--- src/rtl/ureg_pkg.sv ---
// ureg_pkg -- shared definitions for the AXI-Lite user register bank.
//   Byte offsets of the register map, AXI response codes and the
//   state types of the write and read channel FSMs.
package ureg_pkg;

    localparam int unsigned UREG_FIRMWARE_DATE = 32'h00;
    localparam int unsigned UREG_FIRMWARE_TIME = 32'h04;
    localparam int unsigned UREG_INFO          = 32'h08;
    localparam int unsigned UREG_TEST_BASE     = 32'h10;

    localparam logic [1:0] RESP_OKAY   = 2'b00;
    localparam logic [1:0] RESP_SLVERR = 2'b10;

    typedef enum logic {W_IDLE, W_RESP} wstate_t;
    typedef enum logic {R_IDLE, R_DATA} rstate_t;

endpackage

--- src/rtl/ureg_bank_axil.sv ---
// ureg_bank_axil -- AXI-Lite slave exposing firmware identification
// registers and NUM_TEST read/write scratch registers.
//   ACLK, ARESETn            : clock, asynchronous active-low reset
//   AW*/W*/B*                : AXI-Lite write address/data/response channels
//   AR*/R*                   : AXI-Lite read address/data channels
//   test_regs                : scratch contents, TEST[i] at [32i+31:32i]
//   test_wr_pulse            : one-cycle strobe per scratch register write
module ureg_bank_axil
    import ureg_pkg::*;
#(
    parameter int          NUM_TEST = 2,
    parameter int          ADDR_W   = 12,
    parameter logic [31:0] FW_DATE  = 32'h2024_0515,
    parameter logic [31:0] FW_TIME  = 32'h0012_3000
) (
    input  logic                     ACLK,
    input  logic                     ARESETn,
    input  logic [ADDR_W-1:0]        AWADDR,
    input  logic                     AWVALID,
    output logic                     AWREADY,
    input  logic [31:0]              WDATA,
    input  logic [3:0]               WSTRB,
    input  logic                     WVALID,
    output logic                     WREADY,
    output logic [1:0]               BRESP,
    output logic                     BVALID,
    input  logic                     BREADY,
    input  logic [ADDR_W-1:0]        ARADDR,
    input  logic                     ARVALID,
    output logic                     ARREADY,
    output logic [31:0]              RDATA,
    output logic [1:0]               RRESP,
    output logic                     RVALID,
    input  logic                     RREADY,
    output logic [32*NUM_TEST-1:0]   test_regs,
    output logic [NUM_TEST-1:0]      test_wr_pulse
);

    // Decoding works on word addresses; byte-lane bits are dropped.
    localparam int WA_W = ADDR_W - 2;
    localparam logic [WA_W-1:0] WORD_DATE = WA_W'(UREG_FIRMWARE_DATE / 4);
    localparam logic [WA_W-1:0] WORD_TIME = WA_W'(UREG_FIRMWARE_TIME / 4);
    localparam logic [WA_W-1:0] WORD_INFO = WA_W'(UREG_INFO / 4);
    localparam logic [WA_W-1:0] WORD_TEST = WA_W'(UREG_TEST_BASE / 4);
    localparam logic [WA_W-1:0] WORD_TEND = WA_W'(UREG_TEST_BASE / 4 + NUM_TEST);

    logic unused_addr_bits;
    assign unused_addr_bits = ^{AWADDR[1:0], ARADDR[1:0]};

    logic [31:0] test_q [NUM_TEST];

    // ---------------- write path ----------------
    wstate_t          wstate_reg, wstate_next;
    logic             aw_held_reg, aw_held_next;
    logic             w_held_reg, w_held_next;
    logic [WA_W-1:0]  awaddr_reg;
    logic [31:0]      wdata_reg;
    logic [3:0]       wstrb_reg;
    logic             awready_reg, wready_reg, bvalid_reg;
    logic [1:0]       bresp_reg;

    logic             aw_hs, w_hs, wr_fire, wr_is_test;
    logic [WA_W-1:0]  wr_word;
    logic [31:0]      wr_data;
    logic [3:0]       wr_strb;

    assign aw_hs = AWVALID & awready_reg;
    assign w_hs  = WVALID & wready_reg;

    // A channel may be satisfied either by its latched copy or by a
    // handshake happening on this very edge, so the update never waits
    // an extra cycle once both halves are present.
    assign wr_fire = (wstate_reg == W_IDLE) & (aw_held_reg | aw_hs) & (w_held_reg | w_hs);
    assign wr_word = aw_held_reg ? awaddr_reg : AWADDR[ADDR_W-1:2];
    assign wr_data = w_held_reg ? wdata_reg : WDATA;
    assign wr_strb = w_held_reg ? wstrb_reg : WSTRB;
    assign wr_is_test = (wr_word >= WORD_TEST) && (wr_word < WORD_TEND);

    always_comb begin
        wstate_next  = wstate_reg;
        aw_held_next = aw_held_reg;
        w_held_next  = w_held_reg;
        case (wstate_reg)
            W_IDLE: begin
                if (wr_fire) begin
                    wstate_next  = W_RESP;
                    aw_held_next = 1'b0;
                    w_held_next  = 1'b0;
                end else begin
                    if (aw_hs) aw_held_next = 1'b1;
                    if (w_hs)  w_held_next  = 1'b1;
                end
            end
            W_RESP: begin
                if (BREADY) wstate_next = W_IDLE;
            end
            default: wstate_next = W_IDLE;
        endcase
    end

    always_ff @(posedge ACLK or negedge ARESETn) begin
        if (!ARESETn) begin
            wstate_reg  <= W_IDLE;
            aw_held_reg <= 1'b0;
            w_held_reg  <= 1'b0;
            awaddr_reg  <= '0;
            wdata_reg   <= '0;
            wstrb_reg   <= '0;
            awready_reg <= 1'b0;
            wready_reg  <= 1'b0;
            bvalid_reg  <= 1'b0;
            bresp_reg   <= RESP_OKAY;
        end else begin
            wstate_reg  <= wstate_next;
            aw_held_reg <= aw_held_next;
            w_held_reg  <= w_held_next;
            // READYs are registered: they drop after a capture and
            // reopen only once the response has been taken.
            awready_reg <= (wstate_next == W_IDLE) & ~aw_held_next;
            wready_reg  <= (wstate_next == W_IDLE) & ~w_held_next;
            if (aw_hs) awaddr_reg <= AWADDR[ADDR_W-1:2];
            if (w_hs) begin
                wdata_reg <= WDATA;
                wstrb_reg <= WSTRB;
            end
            if (wr_fire) begin
                bvalid_reg <= 1'b1;
                bresp_reg  <= wr_is_test ? RESP_OKAY : RESP_SLVERR;
            end else if ((wstate_reg == W_RESP) && BREADY) begin
                bvalid_reg <= 1'b0;
            end
        end
    end

    assign AWREADY = awready_reg;
    assign WREADY  = wready_reg;
    assign BVALID  = bvalid_reg;
    assign BRESP   = bresp_reg;

    // ---------------- scratch registers ----------------
    for (genvar gi = 0; gi < NUM_TEST; gi++) begin : g_test
        logic        hit;
        logic [31:0] test_reg;
        logic        pulse_reg;

        assign hit = wr_fire & (wr_word == (WORD_TEST + WA_W'(gi)));

        always_ff @(posedge ACLK or negedge ARESETn) begin
            if (!ARESETn) begin
                test_reg  <= '0;
                pulse_reg <= 1'b0;
            end else begin
                pulse_reg <= hit;
                if (hit) begin
                    for (int b = 0; b < 4; b++) begin
                        if (wr_strb[b]) test_reg[8*b +: 8] <= wr_data[8*b +: 8];
                    end
                end
            end
        end

        assign test_q[gi]               = test_reg;
        assign test_regs[32*gi +: 32]   = test_reg;
        assign test_wr_pulse[gi]        = pulse_reg;
    end

    // ---------------- read path ----------------
    rstate_t          rstate_reg, rstate_next;
    logic             arready_reg, rvalid_reg;
    logic [31:0]      rdata_reg, rd_mux;
    logic [1:0]       rresp_reg, rd_resp;
    logic             ar_hs;
    logic [WA_W-1:0]  rd_word;

    assign ar_hs   = ARVALID & arready_reg;
    assign rd_word = ARADDR[ADDR_W-1:2];

    always_comb begin
        rd_mux  = '0;
        rd_resp = RESP_OKAY;
        case (rd_word)
            WORD_DATE: rd_mux = FW_DATE;
            WORD_TIME: rd_mux = FW_TIME;
            WORD_INFO: rd_mux = {24'h0, 8'(NUM_TEST)};
            default: begin
                rd_resp = RESP_SLVERR;
                for (int i = 0; i < NUM_TEST; i++) begin
                    if (rd_word == (WORD_TEST + WA_W'(i))) begin
                        rd_mux  = test_q[i];
                        rd_resp = RESP_OKAY;
                    end
                end
            end
        endcase
    end

    always_comb begin
        rstate_next = rstate_reg;
        case (rstate_reg)
            R_IDLE:  if (ar_hs)  rstate_next = R_DATA;
            R_DATA:  if (RREADY) rstate_next = R_IDLE;
            default: rstate_next = R_IDLE;
        endcase
    end

    always_ff @(posedge ACLK or negedge ARESETn) begin
        if (!ARESETn) begin
            rstate_reg  <= R_IDLE;
            arready_reg <= 1'b0;
            rvalid_reg  <= 1'b0;
            rdata_reg   <= '0;
            rresp_reg   <= RESP_OKAY;
        end else begin
            rstate_reg  <= rstate_next;
            arready_reg <= (rstate_next == R_IDLE);
            // Capturing on the AR edge samples scratch values before any
            // write landing on the same edge.
            if (ar_hs) begin
                rvalid_reg <= 1'b1;
                rdata_reg  <= rd_mux;
                rresp_reg  <= rd_resp;
            end else if ((rstate_reg == R_DATA) && RREADY) begin
                rvalid_reg <= 1'b0;
            end
        end
    end

    assign ARREADY = arready_reg;
    assign RVALID  = rvalid_reg;
    assign RDATA   = rdata_reg;
    assign RRESP   = rresp_reg;

endmodule

--- config.mk ---
export PLATFORM = sky130hd
export DESIGN_NAME = ureg_bank_axil
export DESIGN_NICKNAME = d
export VERILOG_FILES = /design/src/rtl/ureg_pkg.sv /design/src/rtl/ureg_bank_axil.sv
export SDC_FILE = /design/constraint.sdc
export NUM_CORES = 1
export LEC_CHECK = 0
export CORE_ASPECT_RATIO = 1.25
export CORE_MARGIN = 5
export CORE_UTILIZATION = 44
export DETAILED_ROUTE_END_ITERATION = 12
export GPL_TIMING_DRIVEN = 0
export PLACE_DENSITY_LB_ADDON = 0.1
export REMOVE_ABC_BUFFERS = 1
export SETUP_SLACK_MARGIN = 0.02
export SKIP_LAST_GASP = 1
export SYNTH_ARGS = -nofsm -noshare
export SYNTH_HDL_FRONTEND = slang
export SYNTH_SLANG_ARGS = --single-unit
--- constraint.sdc ---
create_clock -name ACLK -period 2.3 [get_ports ACLK]
set_clock_uncertainty 0.15 [all_clocks]
set_input_delay 0.46 -clock ACLK [delete_from_list [all_inputs] [get_ports ACLK]]
set_output_delay 0.46 -clock ACLK [all_outputs]
set_load 0.01 [all_outputs]
After elaboration in Yosys (flattened, before gate mapping)
Index checks and enable logic that the tools add are counted.
Word-level totals
  register bits: 157
  output and inout bits: 107
  word-level logic and storage cells: 91
  input bits: 67
Cells by class
  equal/unequal tests: 6
  mux-type cells: 26
  reductions and logical operators: 15
  bitwise logic cells: 17
  order comparisons: 2
Operators with widths (number)
  $mux 32: 3
  $pmux 32 s3: 1
  $eq 10x3->1 const B: 4
  $reduce_and 2->1: 8
  $mux 1: 14
  $eq 10x1->1 const B: 1
  $eq 10x2->1 const B: 1
  $ge 10x3->1 const B: 1
  $logic_not 10->1: 1
  $lt 10x3->1 const B: 1
  $mux 10: 1
  $and 1x1->1: 9
  $mux 2: 4
  $not 1->1: 6
  $mux 4: 1
  $pmux 1 s2: 2
  $reduce_bool 2->1: 2
  $logic_and 1x1->1: 3
  $reduce_or 3->1: 1
  $or 1x1->1: 2

Longest topological paths before layout
  depth in word-level cells: 8
  mapped depth: 6
  gate-level depth less buffers: 4

Least setup slack after synthesis
No wires, ideal clock.
  kind: input to register
  start: input AWVALID
  end: register g_test[0].test_reg[0]
  required time: 2025 ps
  buffers on the path: 2
  setup slack: -47 ps
  cell stages on the path: 6
  library setup time: 125 ps
  arrival time: 2072 ps
  path through: a21oi_1 -> or3_1 -> buf_2 -> buf_4 -> nor4_4 -> mux2_2
On the way
  word-level cells in the longest chain between the ends: 6
Ends and longest elaborated chain
  from (decl): line ureg_bank_axil.sv:19  | input logic AWVALID,
  $and 1x1->1: line ureg_bank_axil.sv:67  | assign aw_hs = AWVALID & awready_reg;
  $or 1x1->1: line ureg_bank_axil.sv:73  | assign wr_fire = (wstate_reg == W_IDLE) & (aw_held_reg | aw_hs) & (w_held_reg | w_hs);
  $and 1x1->1 (2 in a row): line ureg_bank_axil.sv:73
  $and 1x1->1: line ureg_bank_axil.sv:146  | assign hit = wr_fire & (wr_word == (WORD_TEST + WA_W'(gi)));
  $reduce_and 2->1 (no source line)
  to (signal, indexed assignment): line ureg_bank_axil.sv:156  | if (wr_strb[b]) test_reg[8*b +: 8] <= wr_data[8*b +: 8];
  to (decl): line ureg_bank_axil.sv:143  | logic [31:0] test_reg;
Every way passes these cells.
A chain may end at the register's enable or synchronous reset.

Worst setup path in the final report
  start: input AWADDR[11]
  end: register g_test[1].test_reg[10]
On the way
  word-level cells in the longest chain between the ends: 4
Ends and longest elaborated chain
  from (decl): line ureg_bank_axil.sv:18  | input logic [ADDR_W-1:0] AWADDR,
  $mux 10: line ureg_bank_axil.sv:74  | assign wr_word = aw_held_reg ? awaddr_reg : AWADDR[ADDR_W-1:2];
  $eq 10x3->1: line ureg_bank_axil.sv:146
  $and 1x1->1: line ureg_bank_axil.sv:146
  $reduce_and 2->1 (no source line)
  to (signal, indexed assignment): line ureg_bank_axil.sv:156
  to (decl): line ureg_bank_axil.sv:143
Every way passes these cells.

==> metrics.txt <==
max reg flops 64; YS warnings 0; PnR Total Power 0.00840 W; clk buf depth 2; RSZ-0062 raised after global routing true; DRT iter0 DRCs 247; Syn Area/Cell 13.9 um2; Total Nets Final 746; status complete, no violations; uppermost layer routed met4; CTS tree done; layout cells sized above 1 33.8%; H-tree level count 4; sequential area share after synthesis 57.0%; Peak VDD IR 0.540 mV; final hold violation count 0; period utilization 98.4%; Post-DP HPWL 11.5 mm; core area 0.0151 mm2; io pins 174; hold crit path type in2reg; CTS Buf Count 17; Critical Path Source Type input pin; final wirelength 17.6 mm; Metal-1 WL 7.20 mm; commonest non-fill, non-tap cell in the layout clkdlybuf4s50_1; wire length of the first global-routing pass 27.8 mm; Port Buffers 167; critical path type in2reg; metal3 WL 1.16 mm; GRT Total Usage 19.9%; Die ar. 0.0181 mm2; Die X 121 um; highest-count cells in the layout ignoring fill and taps clkdlybuf4s50_1, dfrtp_1, mux2_2; initial antenna violation count 0; critical path data arrival time 2.41 ns; EDFF count, synth 0; Worst-Skew Late Latency 0.41 ns; Crit. Startpoint AWADDR[11]; worst relative slew slack 55.6%; worst slew pin tran 0.666 ns; fill count 1,207; CP required 2.44 ns; # DRC 0; ys flop type dfrtp_1; Critical Path Fanout Max 8; register bit total from synthesis 155; Die H 149 um; largest net degree at the start of global routing 87; global route overflow 0; vias 4,720; worst r2r src aw_held_reg$_DFF_PN0_; Mapped Area 0.00680 mm2; clock-pin transition on the worst setup and hold timing paths 0.06 ns; fin crit period 2.26 ns; num rows 50; slowest cell on the critical path clkdlybuf4s50_1; Cells after Synth 490; setup violators final 0; Max Slew Vio Count 0; Pre-Repair DR Iteration Count 4; Clk Tree Root Cell clkbuf_16; FMAX 0.442 GHz; Critical Path Sink Type register; via density per instance 5.24; Power Density 863 mW/mm2; RD Place Congestion 0.742; Worst path max stage delay 0.47 ns; Antenna Nets Post-Route 0; met2 WL post-DR 9.00 mm; total clock sinks 155; via count of the first global-routing pass 5,112; WL/cell 19.6 um; Leak 4.26 nW; Async SR Flop Fraction 100%; crit path cell chain clkdlybuf4s50_1 -> nor4_4 -> o22ai_2 -> nor4_4 -> buf_12 -> mux2_2; Area growth, synth to finish 43.1%; ant diodes 0; max_cap viols 0; min-delay src AWADDR[5]; Post-Route Utilization 64.6%; Yosys cell types 33; Initial Util 45.1%; most frequent CP cell nor4_4
-- cells in the mapped netlist, types with 2 or more instances --
master / count / share of area [%]
buf_2: 2 / 0.15
o211ai_1: 12 / 1.3
buf_1: 3 / 0.17
o22a_1: 2 / 0.26
a21oi_1: 3 / 0.22
clkbuf_1: 16 / 0.88
nor4_4: 8 / 2.5
nor3b_1: 3 / 0.33
nor2_1: 5 / 0.28
o21ai_0: 22 / 1.6
nor3_1: 5 / 0.37
buf_4: 5 / 0.55
mux2_2: 147 / 24
mux2i_1: 34 / 5.0
nand2_1: 49 / 2.7
nand3_1: 2 / 0.15
nor4_2: 2 / 0.37
dfrtp_1: 155 / 57
-- cell families after synthesis --
logic type | count (synthesis) | synth area share (%)
DFF | 155 | 57.0
other | 1 | 0.0551
muxes | 182 | 29.5
buffers and inverters | 27 | 1.80
and+or+nand+nor | 83 | 7.74
AOI/OAI and AO/OA | 42 | 3.90
-- where the power goes --
part | switching (W) | internal (W) | leakage, nW
Sequential | 0.000285 | 0.00323 | 2.03
Combinational | 0.000936 | 0.00111 | 1.94
Clock | 0.00110 | 0.00174 | 0.292
Total | 0.00232 | 0.00608 | 4.26
-- stage by stage --
step                      setup slack [ns]  std cells  hold slack [ns]  TNS [ns]  area [um2]
after CTS                           0.0303        891            0.334         0        9610
final                               0.0362        900            0.277         0        9740
after global placement               -5.64        840            0.313  -1102.52        8620
after global routing              0.000373        900            0.267         0        9740
after detailed placement             -1.05        844            0.320    -94.56        8720
after floorplan                     -0.754        465           0.0144    -50.31        6690
-- final timing paths --
kind                                                           end  depth (start not counted)  slack (ns)
worst max register to register  g_test[1].test_reg[10]$_DFFE_PN0P_                          6        0.09
min in group asynchronous                 wdata_reg[5]$_DFFE_PN0P_                          2        0.48
worst max-delay path            g_test[1].test_reg[10]$_DFFE_PN0P_                          6        0.04
worst min register to register               RDATA[23]$_DFFE_PN0P_                          2        0.33
worst min-delay path                     awaddr_reg[3]$_DFFE_PN0P_                          2        0.28
max in group asynchronous        g_test[0].test_reg[8]$_DFFE_PN0P_                          3        0.66
-- layout make-up --
| class | instances | area [um2] | area share [%] |
|---|---|---|---|
| Timing Repair Buffer | 193 | 2040 | 21.0 |
| Tap cell | 208 | 260 | 2.67 |
| Inverter | 1 | 3.75 | 0.0386 |
| Sequential cell | 155 | 3880 | 39.9 |
| Multi-Input combinational cell | 311 | 2940 | 30.2 |
| Clock buffer | 18 | 439 | 4.51 |
| Clock inverter | 14 | 171 | 1.76 |
-- critical path, delay by kind of cell --
family | cells | cell delay, ns
muxes | 1 | 0.33
buffers and inverters | 2 | 0.64
and+or+nand+nor | 2 | 0.73
AOI/OAI and AO/OA | 1 | 0.23
-- routing by layer --
metal	GRT usage, %	vias to the layer above
li1	-	2150
met1	23.8	2403
met2	34.7	147
met3	6.30	20
met4	5.49	0
met5	0	-
-- what timing repair did --
action | in CTS | in global routing
hold endpoints to repair | 69 | 0
resized for setup | 13 | 8
setup buffers | 13 | 8
gates cloned | 1 | 1
hold buffers | 1 | 0
setup endpoints to repair | 95 | 84
pin swaps | 11 | 2
(Power assumes the default switching activity.)
==> edit 1: new RTL, config.mk and constraints unchanged <==
Reset style: synchronous (`ARESETn`), changed in 3 clocked blocks. Comments in the files are not updated.
--- a/src/rtl/ureg_bank_axil.sv
+++ b/src/rtl/ureg_bank_axil.sv
@@ -98,7 +98,7 @@
         endcase
     end
 
-    always_ff @(posedge ACLK or negedge ARESETn) begin
+    always_ff @(posedge ACLK) begin
         if (!ARESETn) begin
             wstate_reg  <= W_IDLE;
             aw_held_reg <= 1'b0;
@@ -145,7 +145,7 @@
 
         assign hit = wr_fire & (wr_word == (WORD_TEST + WA_W'(gi)));
 
-        always_ff @(posedge ACLK or negedge ARESETn) begin
+        always_ff @(posedge ACLK) begin
             if (!ARESETn) begin
                 test_reg  <= '0;
                 pulse_reg <= 1'b0;
@@ -203,7 +203,7 @@
         endcase
     end
 
-    always_ff @(posedge ACLK or negedge ARESETn) begin
+    always_ff @(posedge ACLK) begin
         if (!ARESETn) begin
             rstate_reg  <= R_IDLE;
             arready_reg <= 1'b0;
Behaviour: differs if ARESETn is asserted again (counterexample within 4 cycles, from zero or initial values and one cycle with ARESETn low); with ARESETn held inactive, the same outputs for 4 cycles.
==> edit 1 against the original RTL <==
  * Design area down 6.2%
  * Critical path type unchanged
  * Final cell count grew 19%
  * Register-to-register slack better by 30 ps
  * Utilization fell by 3.3 points
  * Sequential cell count stayed put
  * Maximum frequency is 2.2% higher
  * Wire length increased by 4.8%
  * Count of clock-buffer cells in the layout is 7 higher
  * Setup slack improved by 50 ps
  * Critical endpoint is now g_test[0].test_reg[8]
  * Highest routed layer unchanged
  * Synthesized area is 2.5% lower
Power is not compared: it rests on default switching activity, and its combinational part moved more than twofold at a synthesized area within 25%.
==> edit 1: results (changes against the original RTL) <==
- Outcome: finished clean (unchanged)
- Slack of the worst reg-to-reg path: 120 ps (was 90 ps)
- Most frequent cells after synthesis: nand2_1, dfxtp_1, mux2i_1, a21oi_1, o21ai_0 (was dfrtp_1, mux2_2, nand2_1, mux2i_1, o21ai_0)
- Postcts setup bufs: 8 (was 13)
- Vias in the first global route: 5,877 (was 5,112)
- Total Routing Usage GR: 0.207 (was 0.199)
- Hold_sp: AWADDR[10] (was AWADDR[5])
- Worst Hold Class: in2reg (unchanged)
- First-pass GRT wire length: 29,300 µm (was 27,800 µm)
- Worst r2r src: aw_held_reg (unchanged)
- RR Endpoint: g_test[1].test_reg[5] (was g_test[1].test_reg[10])
- N_diodes: 0 (unchanged)
- NumNets Final: 947 (was 746)
- Final Worst Setup Slack: 85.8 ps (was 36.2 ps)
- Syn Area/Cell: 9.09 µm² (was 13.9 µm²)
- Pre-CTS WS: -831 ps (was -1050 ps)
- Violation count after the first detailed-routing iteration: 260 (was 247)
- Rel. slew slack: 0.446 (was 0.556)
- DR vias: 5,680 (was 4,720)
- Share of cells above drive strength 1: 0.111 (was 0.338)
- Cell variety after synth: 44 (was 33)
- Design Area, Final: 0.00913 mm² (was 0.00974 mm²)
- Critical Path End: g_test[0].test_reg[8] (was g_test[1].test_reg[10])
- WL final: 18,500 µm (was 17,600 µm)
- FILL cells: 1,300 (was 1,207)
- Top cells by area, synth: dfxtp_1, mux2i_1, nand2_1 (was dfrtp_1, mux2_2, mux2i_1)
- Placed Cells: 1,032 (was 844)
- Detailed Place HPWL: 12,700 µm (was 11,500 µm)
- GPL Wtd Cong: 0.781 (was 0.742)
- Post-synth ARST share: 0 (was 1.00)
- Largest net degree at the start of global routing: 82 (was 87)
- Post-route insts no fill: 1,075 (was 900)
- Register area share after synthesis: 0.468 (was 0.570)
- Post-DP Area: 0.00836 mm² (was 0.00872 mm²)
-- edit 1: changes by cell type after synthesis, moves of 8 or more --
cell      delta
mux2_2     -113
nand2_1    +178
dfrtp_1    -155
dfxtp_1    +155
o21a_1      +13
nor4_4       -8
o21ai_0     +13
o211ai_1    -10
clkbuf_1    +16
mux2i_1     +68
a21oi_1     +48
-- edit 1: worst min-delay path by stage --
stage | endpoint | slack (ps) | depth (start not counted)
after global placement | RDATA[11] | 290 | 2
after global routing | awaddr_reg[8] | 200 | 3
after floorplan | awaddr_reg[5] | 280 | 2
after CTS | wdata_reg[20] | 300 | 2
after detailed placement | RDATA[3] | 290 | 2
final | awaddr_reg[8] | 180 | 3
-- edit 1: metal layers --
metal,track usage,share of wire,vias up
li1,-,-,2775
met1,0.230,0.41,2724
met2,0.375,0.51,146
met3,0.0528,0.046,35
met4,0.0848,0.028,0
met5,0,0,-
-- edit 1: cells by family after synthesis --
group           Yosys count  synth area share
compound gates          112             0.101
buf+inv                  53            0.0392
flops                   155             0.468
mux                     136             0.212
other cells               1          0.000565
simple gates            273             0.180
-- edit 1: critical path, stage by stage --
cell	delay [ps]
clkdlybuf4s50_1	420
or3_4	410
a2111oi_4	440
and4b_4	440
mux2i_1	220
-- edit 1: report_power, final --
group | internal [mW] | total [mW] | switching [mW]
Sequential | 2.74 | 2.79 | 0.0447
Clock | 1.93 | 2.98 | 1.06
Combinational | 0.284 | 0.596 | 0.311
Total | 4.96 | 6.37 | 1.41
-- edit 1: area by class of cell --
| type | count | area share |
|---|---|---|
| Inverter | 1 | 0.000685 |
| Tap cell | 182 | 0.0249 |
| Multi-Input combinational cell | 523 | 0.363 |
| Clock inverter | 7 | 0.0148 |
| Sequential cell | 155 | 0.341 |
| Timing Repair Buffer | 182 | 0.202 |
| Clock buffer | 25 | 0.0543 |
==> edit 2: new RTL, config.mk and constraints unchanged <==
Without the edit above. The parameter `FW_TIME` goes from 32'h0012_3000 to 32'h00100000.
--- a/src/rtl/ureg_bank_axil.sv
+++ b/src/rtl/ureg_bank_axil.sv
@@ -11,7 +11,7 @@
     parameter int          NUM_TEST = 2,
     parameter int          ADDR_W   = 12,
     parameter logic [31:0] FW_DATE  = 32'h2024_0515,
-    parameter logic [31:0] FW_TIME  = 32'h0012_3000
+    parameter logic [31:0] FW_TIME  = 32'h00100000
 ) (
     input  logic                     ACLK,
     input  logic                     ARESETn,
Check against the original RTL: not equivalent (a bounded check fails within 4 cycles, from zero or initial values and one cycle with ARESETn low).
==> edit 2 against the original RTL <==
  * Synthesized area rose by 0.28%
  * Via count is 1.3% lower
  * First-iteration DRC count is 10% lower
  * Count of clock-buffer cells in the layout increased by 3
  * Sequential cell count unchanged
  * Highest routed layer unchanged
  * Design area shrank 1.1%
  * Power down 2.7%
  * Die area rose by 0.26%
  * Wire length is 1.4% lower
  * Setup slack improved by 37 ps
==> edit 2: results (changes against the original RTL) <==
- Crit-path slowest cell: or4_1 (was clkdlybuf4s50_1)
- Cell variety after synth: 35 (was 33)
- Fmax: 0.449 GHz (was 0.442 GHz)
- Leak: 4.24 nW (was 4.26 nW)
- Worst setup path startpoint: ARADDR[11] (was AWADDR[11])
- Tcrit/Tclk final: 0.968 (was 0.984)
- FILL cells: 1,241 (was 1,207)
- Final Hold Slack: 251 ps (was 277 ps)
- Vias in the first global route: 5,048 (was 5,112)
- Largest net degree at the start of global routing: 94 (was 87)
- Syn Area/Cell: 14.0 µm² (was 13.9 µm²)
- Synthesized-area fraction occupied by ao, oa, aoi and oai cells: 0.0435 (was 0.0390)
- Area delta synth->final: 41.1% (was 43.1%)
- Post-synthesis mux area share: 0.294 (was 0.295)
- GPL Wtd Cong: 0.757 (was 0.742)
- Most frequent cells after synthesis: mux2_2, dfrtp_1, nand2_1, o21ai_0, mux2i_1 (was dfrtp_1, mux2_2, nand2_1, mux2i_1, o21ai_0)
- Hold Path Sink: awaddr_reg[1] (was awaddr_reg[3])
- Critical Path End: RDATA[2] (was g_test[1].test_reg[10])
- Outcome: finished clean (unchanged)
- Detailed Place HPWL: 11,300 µm (was 11,500 µm)
- Met2 Use GR: 0.319 (was 0.347)
- Violation count after the first detailed-routing iteration: 222 (was 247)
- Placed Cells: 843 (was 844)
- Rel. slew slack: 0.563 (was 0.556)
- Met2 WL: 8760 µm (was 9000 µm)
- DR WL met3: 1040 µm (was 1160 µm)
- GR Util met1: 0.242 (was 0.238)
- RR Endpoint: g_test[0].test_reg[29] (was g_test[1].test_reg[10])
- Register area share after synthesis: 0.568 (was 0.570)
- Global routing usage on met3: 0.0554 (was 0.0630)
- Gate power share: 0.248 (was 0.244)
- Post_cts resized: 9 (was 13)
- DR vias: 4,658 (was 4,720)
- Post-DP Area: 0.00872 mm² (about the same)
- Top cells by area, synth: dfrtp_1, mux2_2, mux2i_1 (unchanged)
- Worst VDD drop: 0.474 mV (was 0.540 mV)
- NumNets Final: 740 (was 746)
- FF-to-FF path depth: 7 (was 6)
- Hold_sp: AWADDR[3] (was AWADDR[5])
- WL met1: 7390 µm (was 7200 µm)
- Flop pwr share: 0.430 (was 0.418)
==> edit 2: changes by cell type in the layout (fill, tap and decap cells not counted), moves of 2 or more <==
cell | unedited run | this run
a221o_1 | 0 | 8
and3_1 | 0 | 2
buf_12 | 12 | 8
buf_4 | 11 | 13
bufinv_16 | 3 | 1
clkbuf_1 | 0 | 2
clkinv_4 | 4 | 1
clkinvlp_4 | 3 | 5
mux2_2 | 147 | 156
mux2i_1 | 33 | 24
nand2_1 | 47 | 40
o211ai_1 | 12 | 0
o21ai_0 | 22 | 26
==> edit 2: cell type report <==
| class | count | area share |
|---|---|---|
| clock inverter | 11 | 0.0100 |
| clock buffer | 21 | 0.0478 |
| tap | 212 | 0.0276 |
| multi-input combinational | 305 | 0.304 |
| sequential | 155 | 0.403 |
| inverter | 2 | 0.000780 |
| timing repair buffer | 192 | 0.207 |
